$ cat src/rtl/systolic_ctrl_pkg.sv
// Shared types and CSR layout for the systolic array sequencer.
// State encoding, Avalon word addresses and CTRL/STATUS bit positions.
package systolic_ctrl_pkg;

    typedef enum logic [2:0] {IDLE, CLEAR, FEED, DRAIN, DONE} state_t;

    localparam logic [1:0] CSR_CTRL   = 2'd0;
    localparam logic [1:0] CSR_STATUS = 2'd1;
    localparam logic [1:0] CSR_SIZE   = 2'd2;
    localparam logic [1:0] CSR_CYCLES = 2'd3;

    localparam int CTRL_START   = 0;
    localparam int CTRL_IRQ_EN  = 1;
    localparam int CTRL_ABORT   = 2;

    localparam int STAT_BUSY    = 0;
    localparam int STAT_DONE    = 1;
    localparam int STAT_ABORTED = 2;

endpackage

$ cat src/rtl/systolic_ctrl_csr.sv
// Avalon-MM register file: start/abort pulses, irq_en, clamped size, sticky done/aborted.
// Read data is registered (latency 1); the slave never stalls, so there is no backpressure.
module systolic_ctrl_csr
    import systolic_ctrl_pkg::*;
#(
    parameter int N   = 8,
    parameter int K_W = $clog2(N + 1)
) (
    input  logic           clk,
    input  logic           reset_n,
    input  logic [1:0]     avs_address,
    input  logic           avs_read,
    input  logic           avs_write,
    input  logic [31:0]    avs_writedata,
    output logic [31:0]    avs_readdata,
    input  logic           busy,
    input  logic           done_set,
    input  logic [31:0]    cycles,
    output logic           start,
    output logic           abort,
    output logic           irq_en,
    output logic           done,
    output logic           aborted,
    output logic [K_W-1:0] size
);

    logic           irq_en_q, done_q, aborted_q;
    logic [K_W-1:0] size_q, size_d;
    logic [31:0]    rdata_q, rdata_d;
    logic           wr_ctrl, wr_status, wr_size;
    logic           unused_wd;

    assign unused_wd = &{1'b0, avs_writedata[31:K_W]};

    assign wr_ctrl   = avs_write && (avs_address == CSR_CTRL);
    assign wr_status = avs_write && (avs_address == CSR_STATUS);
    assign wr_size   = avs_write && (avs_address == CSR_SIZE) && !busy;

    // Abort dominates start; both are pre-qualified by busy so the FSM can use them directly.
    assign abort = wr_ctrl && avs_writedata[CTRL_ABORT] && busy;
    assign start = wr_ctrl && avs_writedata[CTRL_START] && !avs_writedata[CTRL_ABORT] && !busy;

    always_comb begin
        size_d = avs_writedata[K_W-1:0];
        if (size_d == '0)
            size_d = K_W'(1);
        else if (size_d > K_W'(N))
            size_d = K_W'(N);
    end

    always_comb begin
        rdata_d = '0;
        case (avs_address)
            CSR_CTRL:   rdata_d[CTRL_IRQ_EN] = irq_en_q;
            CSR_STATUS: begin
                rdata_d[STAT_BUSY]    = busy;
                rdata_d[STAT_DONE]    = done_q;
                rdata_d[STAT_ABORTED] = aborted_q;
            end
            CSR_SIZE:   rdata_d[K_W-1:0] = size_q;
            default:    rdata_d = cycles;
        endcase
    end

    always_ff @(posedge clk) begin
        if (!reset_n) begin
            irq_en_q  <= 1'b0;
            done_q    <= 1'b0;
            aborted_q <= 1'b0;
            size_q    <= K_W'(N);
            rdata_q   <= '0;
        end else begin
            if (wr_ctrl)
                irq_en_q <= avs_writedata[CTRL_IRQ_EN];
            if (wr_size)
                size_q <= size_d;
            if (done_set)
                done_q <= 1'b1;
            else if (start || (wr_status && avs_writedata[STAT_DONE]))
                done_q <= 1'b0;
            if (abort)
                aborted_q <= 1'b1;
            else if (wr_status && avs_writedata[STAT_ABORTED])
                aborted_q <= 1'b0;
            rdata_q <= avs_read ? rdata_d : '0;
        end
    end

    assign avs_readdata = rdata_q;
    assign irq_en       = irq_en_q;
    assign done         = done_q;
    assign aborted      = aborted_q;
    assign size         = size_q;

endmodule

$ cat src/rtl/systolic_array_ctrl.sv
// Sequences an NxN output-stationary array: clear, skewed feed (3k-2), drain (k), done; 4k cycles per run.
// Array strobes are registered; the array is assumed always ready, so no backpressure is applied.
module systolic_array_ctrl
    import systolic_ctrl_pkg::*;
#(
    parameter int N      = 8,
    parameter int STEP_W = $clog2(3 * N - 2),
    parameter int K_W    = $clog2(N + 1)
) (
    input  logic              clk,
    input  logic              reset_n,
    input  logic [1:0]        avs_address,
    input  logic              avs_read,
    input  logic              avs_write,
    input  logic [31:0]       avs_writedata,
    output logic [31:0]       avs_readdata,
    output logic              irq,
    output logic              array_clr,
    output logic              array_en,
    output logic [STEP_W-1:0] feed_step,
    output logic [K_W-1:0]    feed_k,
    output logic              drain_en,
    output logic [K_W-1:0]    drain_row,
    output logic              busy
);

    state_t            state_q, state_d;
    logic [STEP_W-1:0] step_q, step_d, last_step;
    logic [K_W-1:0]    row_q, row_d, k_q, size;
    logic [31:0]       cycles_q;
    logic              clr_q, en_q, drain_q, busy_q;
    logic              start, abort, irq_en, done, aborted, done_set;
    logic              unused_aborted;

    assign unused_aborted = aborted;

    systolic_ctrl_csr #(.N(N), .K_W(K_W)) u_csr (
        .clk           (clk),
        .reset_n       (reset_n),
        .avs_address   (avs_address),
        .avs_read      (avs_read),
        .avs_write     (avs_write),
        .avs_writedata (avs_writedata),
        .avs_readdata  (avs_readdata),
        .busy          (busy_q),
        .done_set      (done_set),
        .cycles        (cycles_q),
        .start         (start),
        .abort         (abort),
        .irq_en        (irq_en),
        .done          (done),
        .aborted       (aborted),
        .size          (size)
    );

    assign last_step = STEP_W'(3 * int'(k_q) - 3);
    assign done_set  = (state_q == DONE) && !abort;

    always_comb begin
        state_d = state_q;
        step_d  = '0;
        row_d   = '0;
        case (state_q)
            IDLE:  if (start) state_d = CLEAR;
            CLEAR: state_d = FEED;
            FEED: begin
                if (step_q == last_step)
                    state_d = DRAIN;
                else
                    step_d = step_q + STEP_W'(1);
            end
            DRAIN: begin
                if (row_q == k_q - K_W'(1))
                    state_d = DONE;
                else
                    row_d = row_q + K_W'(1);
            end
            default: state_d = IDLE;
        endcase
        if (abort) begin
            state_d = IDLE;
            step_d  = '0;
            row_d   = '0;
        end
    end

    // Strobes are decoded from the next state so they line up with state_q and leave a flop.
    always_ff @(posedge clk) begin
        if (!reset_n) begin
            state_q  <= IDLE;
            step_q   <= '0;
            row_q    <= '0;
            k_q      <= '0;
            clr_q    <= 1'b0;
            en_q     <= 1'b0;
            drain_q  <= 1'b0;
            busy_q   <= 1'b0;
            cycles_q <= '0;
        end else begin
            state_q <= state_d;
            step_q  <= step_d;
            row_q   <= row_d;
            clr_q   <= (state_d == CLEAR);
            en_q    <= (state_d == FEED);
            drain_q <= (state_d == DRAIN);
            busy_q  <= (state_d != IDLE);
            if (start)
                k_q <= size;
            if (start)
                cycles_q <= '0;
            else if (state_q != IDLE)
                cycles_q <= cycles_q + 32'd1;
        end
    end

    assign irq       = done & irq_en;
    assign array_clr = clr_q;
    assign array_en  = en_q;
    assign feed_step = step_q;
    assign feed_k    = k_q;
    assign drain_en  = drain_q;
    assign drain_row = row_q;
    assign busy      = busy_q;

endmodule

$ cat config.mk
export PLATFORM = sky130hd
export DESIGN_NAME = systolic_array_ctrl
export DESIGN_NICKNAME = d
export VERILOG_FILES = /design/src/rtl/systolic_ctrl_pkg.sv /design/src/rtl/systolic_ctrl_csr.sv /design/src/rtl/systolic_array_ctrl.sv
export SDC_FILE = /design/constraint.sdc
export NUM_CORES = 1
export LEC_CHECK = 0
export CAP_MARGIN = 15
export CORE_MARGIN = 2
export CORE_UTILIZATION = 52
export CTS_BUF_LIST = sky130_fd_sc_hd__clkbuf_4 sky130_fd_sc_hd__clkbuf_8
export DETAILED_ROUTE_END_ITERATION = 10
export PLACE_DENSITY = 0.83
export SLEW_MARGIN = 0
export SYNTH_ARGS = -nofsm -noshare
export SYNTH_HDL_FRONTEND = slang
export SYNTH_SLANG_ARGS = --single-unit
export TNS_END_PERCENT = 10
$ cat constraint.sdc
create_clock -name clk -period 2.6 [get_ports clk]
set_input_delay 0.65 -clock clk [delete_from_list [all_inputs] [get_ports clk]]
set_output_delay 0.65 -clock clk [all_outputs]
set_load 0.005 [all_outputs]
==> flow_metrics.py <==
metrics = {
    "layout": {
        "nFillCells": 584,
        "drive_gt1_frac": 0.0771,
        "final_nets": 517,
        "antennaDiodeCount": 0,
        "syn_to_final_growth_pct": 25.8,
    },
    "clock_tree": {
        "cts.clk_slew.worst_paths_ns": 0.08,
        "clk_latency_ns": 0.35,
        "ctsResizeCount": 0,
        "htreeDepth": 3,
        "cts_root_buf": "clkbuf_8",
        "ctsHoldBuffers": 0,
        "clock_sinks": 91,
        "cts_made_buffers": 9,
        "post_cts_buffers": 0,
        "cts_tree": "yes",
        "cts.path.max_buffers": 2,
    },
    "drt": {
        "routed-via-count": 2842,
        "routed_via_density": 5.02,
        "wl_mm": 6.98,
        "drt_pass1_iterations": 6,
        "wl_per_cell_um": 12.3,
        "initialDrtViolationCount": 76,
        "drc_errors": 0,
        "ant_nets": 0,
    },
    "yosys": {
        "synth_area_leaders": "dfxtp_1 48%, xor2_1 5.8%, and2_1 5.1%",
        "syn-num-nets": 446,
        "yosysSeqAreaShare": 0.482,
        "ys_types": 42,
        "yosysWarningCount": 0,
        "synth-seq-cells": 91,
        "avgSynthCellArea_sq_um": 9.64,
        "syn_area_sq_um": 3780,
        "synth.most_common_cell": "dfxtp_1",
        "synth-edff-count": 0,
        "synth_ff_type": "dfxtp_1",
        "async_reset_ff_frac": 0,
        "yosys.area.top_type": "dfxtp_1",
        "synthCells": 392,
        "synth_top_area_frac": 0.482,
        "synth_common_cells": "91 x dfxtp_1, 48 x nor2_1, 31 x and2_1",
    },
    "timing": {
        "finalSetupViolCount": 0,
        "period_share": 0.882,
        "final-max-slew-violation-count": 0,
        "worst-slew-pin-transition_ns": 0.634,
        "fin_hold_ws_ns": 0.484,
        "fin_tns_setup_ns": 0,
        "rsz0062_at_grt": "no",
        "fin_ws_ns": 0.306,
        "max_slew_margin": 0.572,
        "fin_skew_ns": 0.00264,
        "fmax_mhz": 436,
        "hold_violations": 0,
        "post-route-min-period_ns": 2.29,
    },
    "outcome": {
        "status": "finished, final reports clean",
    },
    "setup_path": {
        "r2r_cells": 8,
        "required_ns": 2.85,
        "r2r_slack_ns": 0.31,
        "worstSetupPathType": "reg -> reg",
        "r2r-start": "feed_k[1]$_SDFFE_PN0P_",
        "worst_setup_path_end_kind": "flip-flop",
        "crit_fanout": 4,
        "crit_arrival_ns": 2.54,
        "worstReg2RegEnd": "array_en$_SDFF_PN0_",
        "start_kind": "flip-flop",
    },
    "min_path": {
        "hp-class": "reg -> reg",
        "hold-path-endpoint": "u_csr.aborted$_SDFFE_PN0P_",
        "hold-path-cell-count": 2,
        "holdCritStartpoint": "u_csr.aborted$_SDFFE_PN0P_",
    },
    "floorplanning": {
        "num_rows": 31,
        "start_util": 0.529,
        "die_h_um": 89.2,
        "die_w_um": 89.2,
        "dieArea_sq_um": 7960,
        "ioPinCount": 88,
        "core_sq_um": 7140,
    },
    "pwr": {
        "p_switching_mw": 0.511,
        "vdd_ir_drop_max_mv": 0.362,
        "internal_power_mw": 1.99,
        "p_clk_frac": 0.407,
        "seqPwrFrac": 0.559,
        "p_comb_frac": 0.033,
        "power.density_nw_per_um2": 527,
        "p_leak_nw": 1.77,
        "switching_share": 0.204,
    },
    "global_route": {
        "grt_use_met3": 0.0406,
        "grt_usage": 0.190,
        "grtUsageMet1": 0.228,
        "globalRouteMet2Util": 0.321,
        "grt-busiest-layer": "met2",
        "grt_max_degree": 33,
        "grt_pass1_wl_mm": 11.7,
        "antenna_found_initial": 0,
        "grt-ovfl-total": 0,
        "grt_pass1_vias": 2675,
    },
    "place": {
        "place_congestion": 0.795,
        "dp_slack_ns": 0.0939,
        "hpwlAfterDp_mm": 5.12,
        "port_buffers": 59,
    },
    "run": {
        "max_cap_viol_count": 0,
    },
}
-- through the flow --
| stage | util | std cells | cell area (sq um) | power [mW] |
|---|---|---|---|---|
| 5_1_grt | 0.666 | 566 | 4750 | 2.60 |
| 3_3_place_gp | 0.636 | 551 | 4540 | 1.52 |
| 6_report | 0.666 | 566 | 4750 | 2.51 |
| 2_1_floorplan | - | 392 | 3780 | 1.48 |
| 3_5_place_dp | 0.636 | 551 | 4540 | 1.52 |
| 4_1_cts | 0.666 | 566 | 4750 | 2.53 |
-- worst max path at each step --
stage                                 startpoint                      end  cells after the start
after detailed placement          avs_address[0]  drain_row[3]$_SDFF_PP0_                      7
final                     feed_k[1]$_SDFFE_PN0P_      array_en$_SDFF_PN0_                      8
after floorplan           feed_k[1]$_SDFFE_PN0P_      array_en$_SDFF_PN0_                      8
after global placement            avs_address[0]  drain_row[3]$_SDFF_PP0_                      7
after CTS                 feed_k[1]$_SDFFE_PN0P_      array_en$_SDFF_PN0_                      8
after global routing      feed_k[1]$_SDFFE_PN0P_      array_en$_SDFF_PN0_                      8
-- layer usage --
layer | share of wire | wire [um]
met4 | 0.011 | 80
met1 | 0.46 | 3180
met5 | 0 | 0
met3 | 0.030 | 206
met2 | 0.50 | 3510
-- power groups by stage --
stage,logic [mW],clock network [mW],registers (mW)
after floorplan,0.0440,0,1.43
after global routing,0.0926,1.10,1.40
after global placement,0.0821,0,1.43
after detailed placement,0.0834,0,1.43
final,0.0835,1.02,1.40
after CTS,0.0840,1.05,1.40
-- placed cells by master, fill, tap and decap left out, types with 9 or more instances in the layout --
master	synthesis	layout
inv_1	15	15
nor2_1	48	48
dfxtp_1	91	91
and2_1	31	31
buf_4	0	10
nand2_1	21	21
nand4_1	12	12
xor2_1	25	25
xnor2_1	18	18
nand3_1	17	17
clkdlybuf4s50_1	0	59
clkbuf_8	0	9
a21oi_1	15	15
nor2b_1	10	10
ha_1	15	15
-- cell type report --
type,instances,area [sq um],area share
Timing Repair Buffer,70,686,0.144
Multi-Input combinational cell,276,1850,0.389
Inverter,15,56.3,0.0118
Tap cell,99,124,0.0261
Sequential cell,91,1820,0.383
Clock buffer,11,139,0.0292
Clock inverter,4,76.3,0.0161
-- state kept, by name (all words and copies together) (netlist names), 3 cells and up --
name	cells
state_q	3
feed_step	5
feed_k	4
cycles_q	32
drain_row	4
u_csr.size	4
u_csr.avs_readdata	32
-- cells by family (layout without fill, tap and decap cells) --
logic type | after synthesis | count (layout) | share of synthesized area
xor gates and xnor gates | 43 | 43 | 0.0997
DFF | 91 | 91 | 0.482
AOI/OAI and AO/OA | 30 | 30 | 0.0500
adders and majority gates | 16 | 16 | 0.0550
and+or+nand+nor | 181 | 181 | 0.269
buffers and inverters | 25 | 100 | 0.0282
muxes | 6 | 6 | 0.0159
-- critical path, stage by stage (launching register included) --
cell,delay [ns]
dfxtp_1,0.34
inv_1,0.09
ha_1,0.34
fa_1,0.42
xnor2_1,0.19
xnor2_1,0.14
o2111ai_1,0.17
o221a_2,0.35
and2_1,0.15
Note: power is estimated with default switching activity, not from simulation.
